[src/rtl/pic_cmd_pkg.sv]
// Command codes, message lengths, sequencer states and frame builders for the PIC MCU link.
// Frames are built left-aligned in a 72-bit buffer: byte 0 sits in [71:64].
package pic_cmd_pkg;

    localparam int CNT_W = 24;

    localparam logic [7:0] CMD_FW       = 8'h01;
    localparam logic [7:0] CMD_LOGO     = 8'h02;
    localparam logic [7:0] CMD_IP       = 8'h03;
    localparam logic [7:0] CMD_BOOT     = 8'h04;
    localparam logic [7:0] CMD_PTT_ON   = 8'h05;
    localparam logic [7:0] CMD_PTT_OFF  = 8'h06;

    localparam logic [3:0] MSG_LEN_LONG  = 4'd9;
    localparam logic [3:0] MSG_LEN_SHORT = 4'd1;

    typedef enum logic [2:0] {
        ST_WAIT0,
        ST_VER,
        ST_WAIT1,
        ST_LOGO,
        ST_IDLE,
        ST_SEND
    } state_t;

    function automatic logic [71:0] short_msg(input logic [7:0] code);
        return {code, 64'h0};
    endfunction

    // Each IP octet is preceded by its 1-based position tag.
    function automatic logic [71:0] ip_msg(input logic [31:0] ip);
        return {CMD_IP, 8'h01, ip[31:24], 8'h02, ip[23:16],
                8'h03, ip[15:8], 8'h04, ip[7:0]};
    endfunction

endpackage

[src/rtl/pic_delay_timer.sv]
// Shared 24-bit down-counter; done is high while the count is zero, so a load of 0 gives one pass-through cycle.
// Load takes effect on the next edge; no backpressure.
module pic_delay_timer
    import pic_cmd_pkg::*;
#(
    parameter logic [CNT_W-1:0] RESET_VAL = '0
) (
    input  logic             clock,
    input  logic             reset,
    input  logic             load,
    input  logic [CNT_W-1:0] load_val,
    output logic             done
);

    logic [CNT_W-1:0] cnt_q;
    logic [CNT_W-1:0] cnt_d;

    always_comb begin
        cnt_d = cnt_q;
        if (load) begin
            cnt_d = load_val;
        end else if (cnt_q != '0) begin
            cnt_d = cnt_q - 1'b1;
        end
    end

    always_ff @(posedge clock or posedge reset) begin
        if (reset) begin
            cnt_q <= RESET_VAL;
        end else begin
            cnt_q <= cnt_d;
        end
    end

    assign done = (cnt_q == '0);

endmodule

[src/rtl/pic_msg_builder.sv]
// Power-up sequencer and event arbiter producing framed bytes for the PIC serialiser; first byte one cycle after selection.
// Bytes are held while tx_ready is low; one idle cycle follows every tx_last transfer.
module pic_msg_builder
    import pic_cmd_pkg::*;
#(
    parameter logic [63:0] FW_VERSION    = 64'h6E6F207665720000,
    parameter int          STARTUP_DELAY = 4000,
    parameter int          LOGO_DELAY    = 240000
) (
    input  logic        clock,
    input  logic        reset,
    input  logic        ptt,
    input  logic [31:0] ip_addr,
    input  logic        ip_valid,
    input  logic        boot_req,
    output logic [7:0]  tx_data,
    output logic        tx_valid,
    output logic        tx_last,
    input  logic        tx_ready,
    output logic        busy
);

    localparam logic [CNT_W-1:0] STARTUP_CNT = CNT_W'(STARTUP_DELAY);
    localparam logic [CNT_W-1:0] LOGO_CNT    = CNT_W'(LOGO_DELAY);

    state_t        state_q, state_d;
    logic [71:0]   msg_q, msg_d;
    logic [3:0]    len_q, len_d;
    logic [3:0]    idx_q, idx_d;
    logic          vld_q, vld_d;
    logic          ptt_sent_q, ptt_sent_d;
    logic          boot_pend_q, boot_pend_d;
    logic          ip_pend_q, ip_pend_d;
    logic [31:0]   ip_shadow_q, ip_shadow_d;

    logic          tmr_load;
    logic          tmr_done;
    logic          xfer;
    logic          last_byte;
    logic          sel_boot;
    logic          sel_ip;

    pic_delay_timer #(
        .RESET_VAL (STARTUP_CNT)
    ) u_timer (
        .clock    (clock),
        .reset    (reset),
        .load     (tmr_load),
        .load_val (LOGO_CNT),
        .done     (tmr_done)
    );

    assign xfer      = vld_q && tx_ready;
    assign last_byte = (idx_q == len_q - 4'd1);

    always_comb begin
        state_d     = state_q;
        msg_d       = msg_q;
        len_d       = len_q;
        idx_d       = idx_q;
        vld_d       = vld_q;
        ptt_sent_d  = ptt_sent_q;
        boot_pend_d = boot_pend_q;
        ip_pend_d   = ip_pend_q;
        ip_shadow_d = ip_shadow_q;
        tmr_load    = 1'b0;
        sel_boot    = 1'b0;
        sel_ip      = 1'b0;

        case (state_q)
            ST_WAIT0: begin
                if (tmr_done) begin
                    msg_d   = {CMD_FW, FW_VERSION};
                    len_d   = MSG_LEN_LONG;
                    idx_d   = 4'd0;
                    vld_d   = 1'b1;
                    state_d = ST_VER;
                end
            end
            ST_WAIT1: begin
                if (tmr_done) begin
                    msg_d   = short_msg(CMD_LOGO);
                    len_d   = MSG_LEN_SHORT;
                    idx_d   = 4'd0;
                    vld_d   = 1'b1;
                    state_d = ST_LOGO;
                end
            end
            ST_VER, ST_LOGO, ST_SEND: begin
                if (xfer) begin
                    if (last_byte) begin
                        vld_d = 1'b0;
                        if (state_q == ST_VER) begin
                            tmr_load = 1'b1;
                            state_d  = ST_WAIT1;
                        end else begin
                            state_d  = ST_IDLE;
                        end
                    end else begin
                        msg_d = msg_q << 8;
                        idx_d = idx_q + 4'd1;
                    end
                end
            end
            ST_IDLE: begin
                // Fixed priority PTT > boot > IP; PTT compares the live level with what was last reported.
                if (ptt != ptt_sent_q) begin
                    msg_d      = short_msg(ptt ? CMD_PTT_ON : CMD_PTT_OFF);
                    len_d      = MSG_LEN_SHORT;
                    ptt_sent_d = ptt;
                end else if (boot_pend_q) begin
                    msg_d      = short_msg(CMD_BOOT);
                    len_d      = MSG_LEN_SHORT;
                    sel_boot   = 1'b1;
                end else if (ip_pend_q) begin
                    msg_d      = ip_msg(ip_shadow_q);
                    len_d      = MSG_LEN_LONG;
                    sel_ip     = 1'b1;
                end
                if ((ptt != ptt_sent_q) || boot_pend_q || ip_pend_q) begin
                    idx_d   = 4'd0;
                    vld_d   = 1'b1;
                    state_d = ST_SEND;
                end
            end
            default: begin
                vld_d   = 1'b0;
                state_d = ST_WAIT0;
            end
        endcase

        // A strobe coinciding with selection wins, so the newer request stays pending.
        if (sel_boot) boot_pend_d = 1'b0;
        if (boot_req) boot_pend_d = 1'b1;
        if (sel_ip)   ip_pend_d   = 1'b0;
        if (ip_valid) begin
            ip_pend_d   = 1'b1;
            ip_shadow_d = ip_addr;
        end
    end

    always_ff @(posedge clock or posedge reset) begin
        if (reset) begin
            state_q     <= ST_WAIT0;
            msg_q       <= '0;
            len_q       <= '0;
            idx_q       <= '0;
            vld_q       <= 1'b0;
            ptt_sent_q  <= 1'b0;
            boot_pend_q <= 1'b0;
            ip_pend_q   <= 1'b0;
            ip_shadow_q <= '0;
        end else begin
            state_q     <= state_d;
            msg_q       <= msg_d;
            len_q       <= len_d;
            idx_q       <= idx_d;
            vld_q       <= vld_d;
            ptt_sent_q  <= ptt_sent_d;
            boot_pend_q <= boot_pend_d;
            ip_pend_q   <= ip_pend_d;
            ip_shadow_q <= ip_shadow_d;
        end
    end

    assign tx_valid = vld_q;
    assign tx_data  = vld_q ? msg_q[71:64] : 8'h00;
    assign tx_last  = vld_q && last_byte;
    assign busy     = (state_q == ST_VER) || (state_q == ST_LOGO) || (state_q == ST_SEND);

endmodule

[config.mk]
export PLATFORM = sky130hd
export DESIGN_NAME = pic_msg_builder
export DESIGN_NICKNAME = d
export VERILOG_FILES = /design/src/rtl/pic_cmd_pkg.sv /design/src/rtl/pic_delay_timer.sv /design/src/rtl/pic_msg_builder.sv
export SDC_FILE = /design/constraint.sdc
export NUM_CORES = 1
export LEC_CHECK = 0
export ABC_AREA = 1
export BUFFER_PORTS_ARGS = -buffer_cell sky130_fd_sc_hd__buf_2
export CAP_MARGIN = 20
export CORE_MARGIN = 1
export CORE_UTILIZATION = 25
export DETAILED_ROUTE_END_ITERATION = 6
export GPL_TIMING_DRIVEN = 0
export SLEW_MARGIN = 0
export SYNTH_ARGS = -nofsm -noshare
export SYNTH_HDL_FRONTEND = slang
export SYNTH_SLANG_ARGS = --single-unit
[constraint.sdc]
create_clock -name clock -period 6.5 [get_ports clock]
set_clock_uncertainty 0.1 [all_clocks]
set_input_delay 1.3 -clock clock [delete_from_list [all_inputs] [get_ports clock]]
set_output_delay 1.3 -clock clock [all_outputs]
set_load 0.02 [all_outputs]
==> flow_metrics.env <==
export IMPL_ant_nets=0
export IMPL_first_iter_violations=390
export IMPL_clock_sinks=141
export IMPL_setup_ws_ns=2.869
export IMPL_fin_crit_sh_pct=55.86
export IMPL_cts_root_buffer="clkbuf_16"
export IMPL_status="finished, final reports clean"
export IMPL_drive_above_1_share_pct=11.03
export IMPL_slowest_stage="buf_1"
export IMPL_antennaDiodeCount=0
export IMPL_dr_max_layer_used="met4"
export IMPL_power_w=0.001979
export IMPL_h_tree_depth=4
export IMPL_synth_top_area_cell="dfrtp_1"
export IMPL_startpoint_type="register"
export IMPL_utilization_pct=30.01
export IMPL_setup_tns_ns=0
export IMPL_die_h_um=175.9
export IMPL_yosysUniqueCellTypes=32
export IMPL_ys_seq_area_share_pct=46.80
export IMPL_crit_type="register to output port"
export IMPL_track_usage_pct=13.30
export IMPL_vias=6492
export IMPL_tightestPinTransition_ns=0.6963
export IMPL_hpwl_mm=13.88
export IMPL_clk_path_buf_depth=2
export IMPL_die_width_um=175.9
export IMPL_clk_latency_ns=0.43
export IMPL_die_area_mm2=0.03092
export IMPL_fin_nets=1098
export IMPL_antenna_found_initial=0
export IMPL_synth_top_cell_area_share_pct=44.71
export IMPL_worstPathMaxFanout=10
export IMPL_p_leak_nw=4.405
export IMPL_dr_pass1_iters=6
export IMPL_post_cts_buffers=0
export IMPL_viasPerCell=4.447
export IMPL_peakVddDrop_mv=0.1178
export IMPL_synth_area_per_cell_um2=7.632
export IMPL_arrival_ns=2.23
export IMPL_synthToLayoutAreaGrowth_pct=18.02
export IMPL_dpl_cell_count=1428
export IMPL_p_per_area_mw_per_mm2=222.0
export IMPL_clk_pin_slew_ns=0.05
export IMPL_fillers=3218
export IMPL_pin_count=49
export IMPL_cp_cell_sequence="nand2_2 > nand2_2 > inv_2 > buf_2 > buf_1 > buf_2"
export IMPL_multi_input_area_mm2=0.003105
export IMPL_overflow=0
export IMPL_cts_tree="done"
export IMPL_ys_ff_latch=141
export IMPL_fin_cells=1460
export IMPL_period_minus_slack_ns=3.631
export IMPL_synth_edf_count=0
export IMPL_numPortBuffers=47
export IMPL_wl_met3_um=652
export IMPL_finalSetupViolCount=0
export IMPL_crit_path_end_kind="output port"
export IMPL_post_synth_top_count_cell="nand2_1"
export IMPL_wl_per_cell_um=13.29
export IMPL_fmax_mhz=275.4
export IMPL_yosysWarnings=0
export IMPL_drt_wl_total_mm=19.40
export IMPL_cp_slowest_stage_delay_ns=0.49
export IMPL_synth_ff_type="dfrtp_1"
export IMPL_dp_slack_ns=3.179
export IMPL_grt_max_degree=92
export IMPL_maxSlewViolCount=0
export IMPL_cts_resized=0
export IMPL_wl_met2_mm=9.327
export IMPL_max_slew_margin_pct=53.58
export IMPL_grt_pass1_vias=6488
export IMPL_start_util_pct=25.43
export IMPL_routabilityCongestion=0.8675
export IMPL_core_mm2=0.02972
export IMPL_wl_met1_mm=9.215
export IMPL_grt_pass1_wl_mm=32.60
export IMPL_final_seq_area_mm2=0.003536
export IMPL_rsz0062_at_grt="no"
export IMPL_netlist_instances=990
export IMPL_ctsHoldBuffers=0
export IMPL_drv_cap=0
export IMPL_synthTopCellsByArea="dfrtp_1 (45%), nand2_1 (9.7%), inv_1 (8.3%), o21bai_1 (8.2%), nand3_1 (7.4%)"
export IMPL_cts_buffers=17
export IMPL_drc=0
export IMPL_finalHoldViolCount=0
export IMPL_async_reset_ff_share_pct=100.0
export IMPL_worst_ep_required_time_ns=5.10
export IMPL_synth_area_mm2=0.007556
export IMPL_synth_commonest_cells="nand2_1 (196), inv_1 (167), dfrtp_1 (135)"
export IMPL_syn_nets=1031
export IMPL_hold_path_class="register to register"
export IMPL_num_rows=63
[registers in the layout, summed over array words and instances, names as in the netlist]
signal and flops:
msg_q 72, idx_q 4, u_timer.cnt_q 24, len_q 2, tx_valid 1, ip_shadow_q 32, boot_pend_q 1, ptt_sent_q 1
state_q 3, ip_pend_q 1
[per-layer routing]
| metal | global-route usage, % | up-vias |
|---|---|---|
| met1 | 17.45 | 3094 |
| li1 | - | 3270 |
| met3 | 2.511 | 15 |
| met5 | 0 | - |
| met2 | 22.08 | 113 |
| met4 | 3.913 | 0 |
[critical path, delay by kind of cell (launching register included)]
family        cells  cell delay (ns)
simple gates      2             0.27
buf+inv           4             1.10
flops             1             0.44
[placed cells by master (no fill, tap or decap), types with 26 or more instances in the layout]
cell type / n
buf_2: 67
clkbuf_1: 26
dfrtp_1: 135
inv_1: 166
nand2_1: 196
nand3_1: 111
nor2_1: 95
o21ai_0: 69
o21bai_1: 83
[kinds of logic (layout without fill, tap and decap cells)]
logic type                 after synthesis  in the layout  share of synthesized area (%)
and+or+nand+nor                        426            426                          23.91
AOI/OAI and AO/OA                      190            190                          16.00
adders and majority gates                3              3                         0.4968
DFF                                    141            141                          46.80
buffers and inverters                  224            304                          12.10
xor gates and xnor gates                 6              6                         0.6955
[power breakdown]
group          internal [W]  total [W]  switching [W]
sequential         0.000895   0.000900     0.00000431
combinational     0.0000191  0.0000639      0.0000448
clock              0.000620    0.00102       0.000396
total               0.00153    0.00198       0.000445
[through the flow]
stage / hold WS, ns / instance area [um2]
final: 0.3987 / 8917
after global routing: 0.4489 / 8917
after CTS: 0.4049 / 8917
after detailed placement: 0.3913 / 8312
after global placement: 0.3696 / 8279
after floorplan: 0.3461 / 7556
[area by class of cell]
class	instances	area share (%)
repair buffers	48	2.947
plain buffers	56	3.185
multi-input cells	625	34.83
flip-flops and latches	141	39.65
clock inverters	11	1.740
clock buffers	21	5.051
inverters	168	7.128
well taps	390	5.472
[final timing paths]
| check | start | to | slack (ns) | cells past startpoint |
|---|---|---|---|---|
| worst max-delay path | state_q[1] | busy | 2.87 | 6 |
| worst min-delay path | len_q[0] | len_q[0] | 0.40 | 2 |
| worst max register to register | tx_valid | msg_q[52] | 4.17 | 9 |
| worst min register to register | len_q[0] | len_q[0] | 0.40 | 2 |
| max in group asynchronous | reset | u_timer.cnt_q[5] | 4.64 | 3 |
| min in group asynchronous | reset | msg_q[70] | 0.82 | 2 |
No activity file was read; power rests on OpenSTA's default activity.
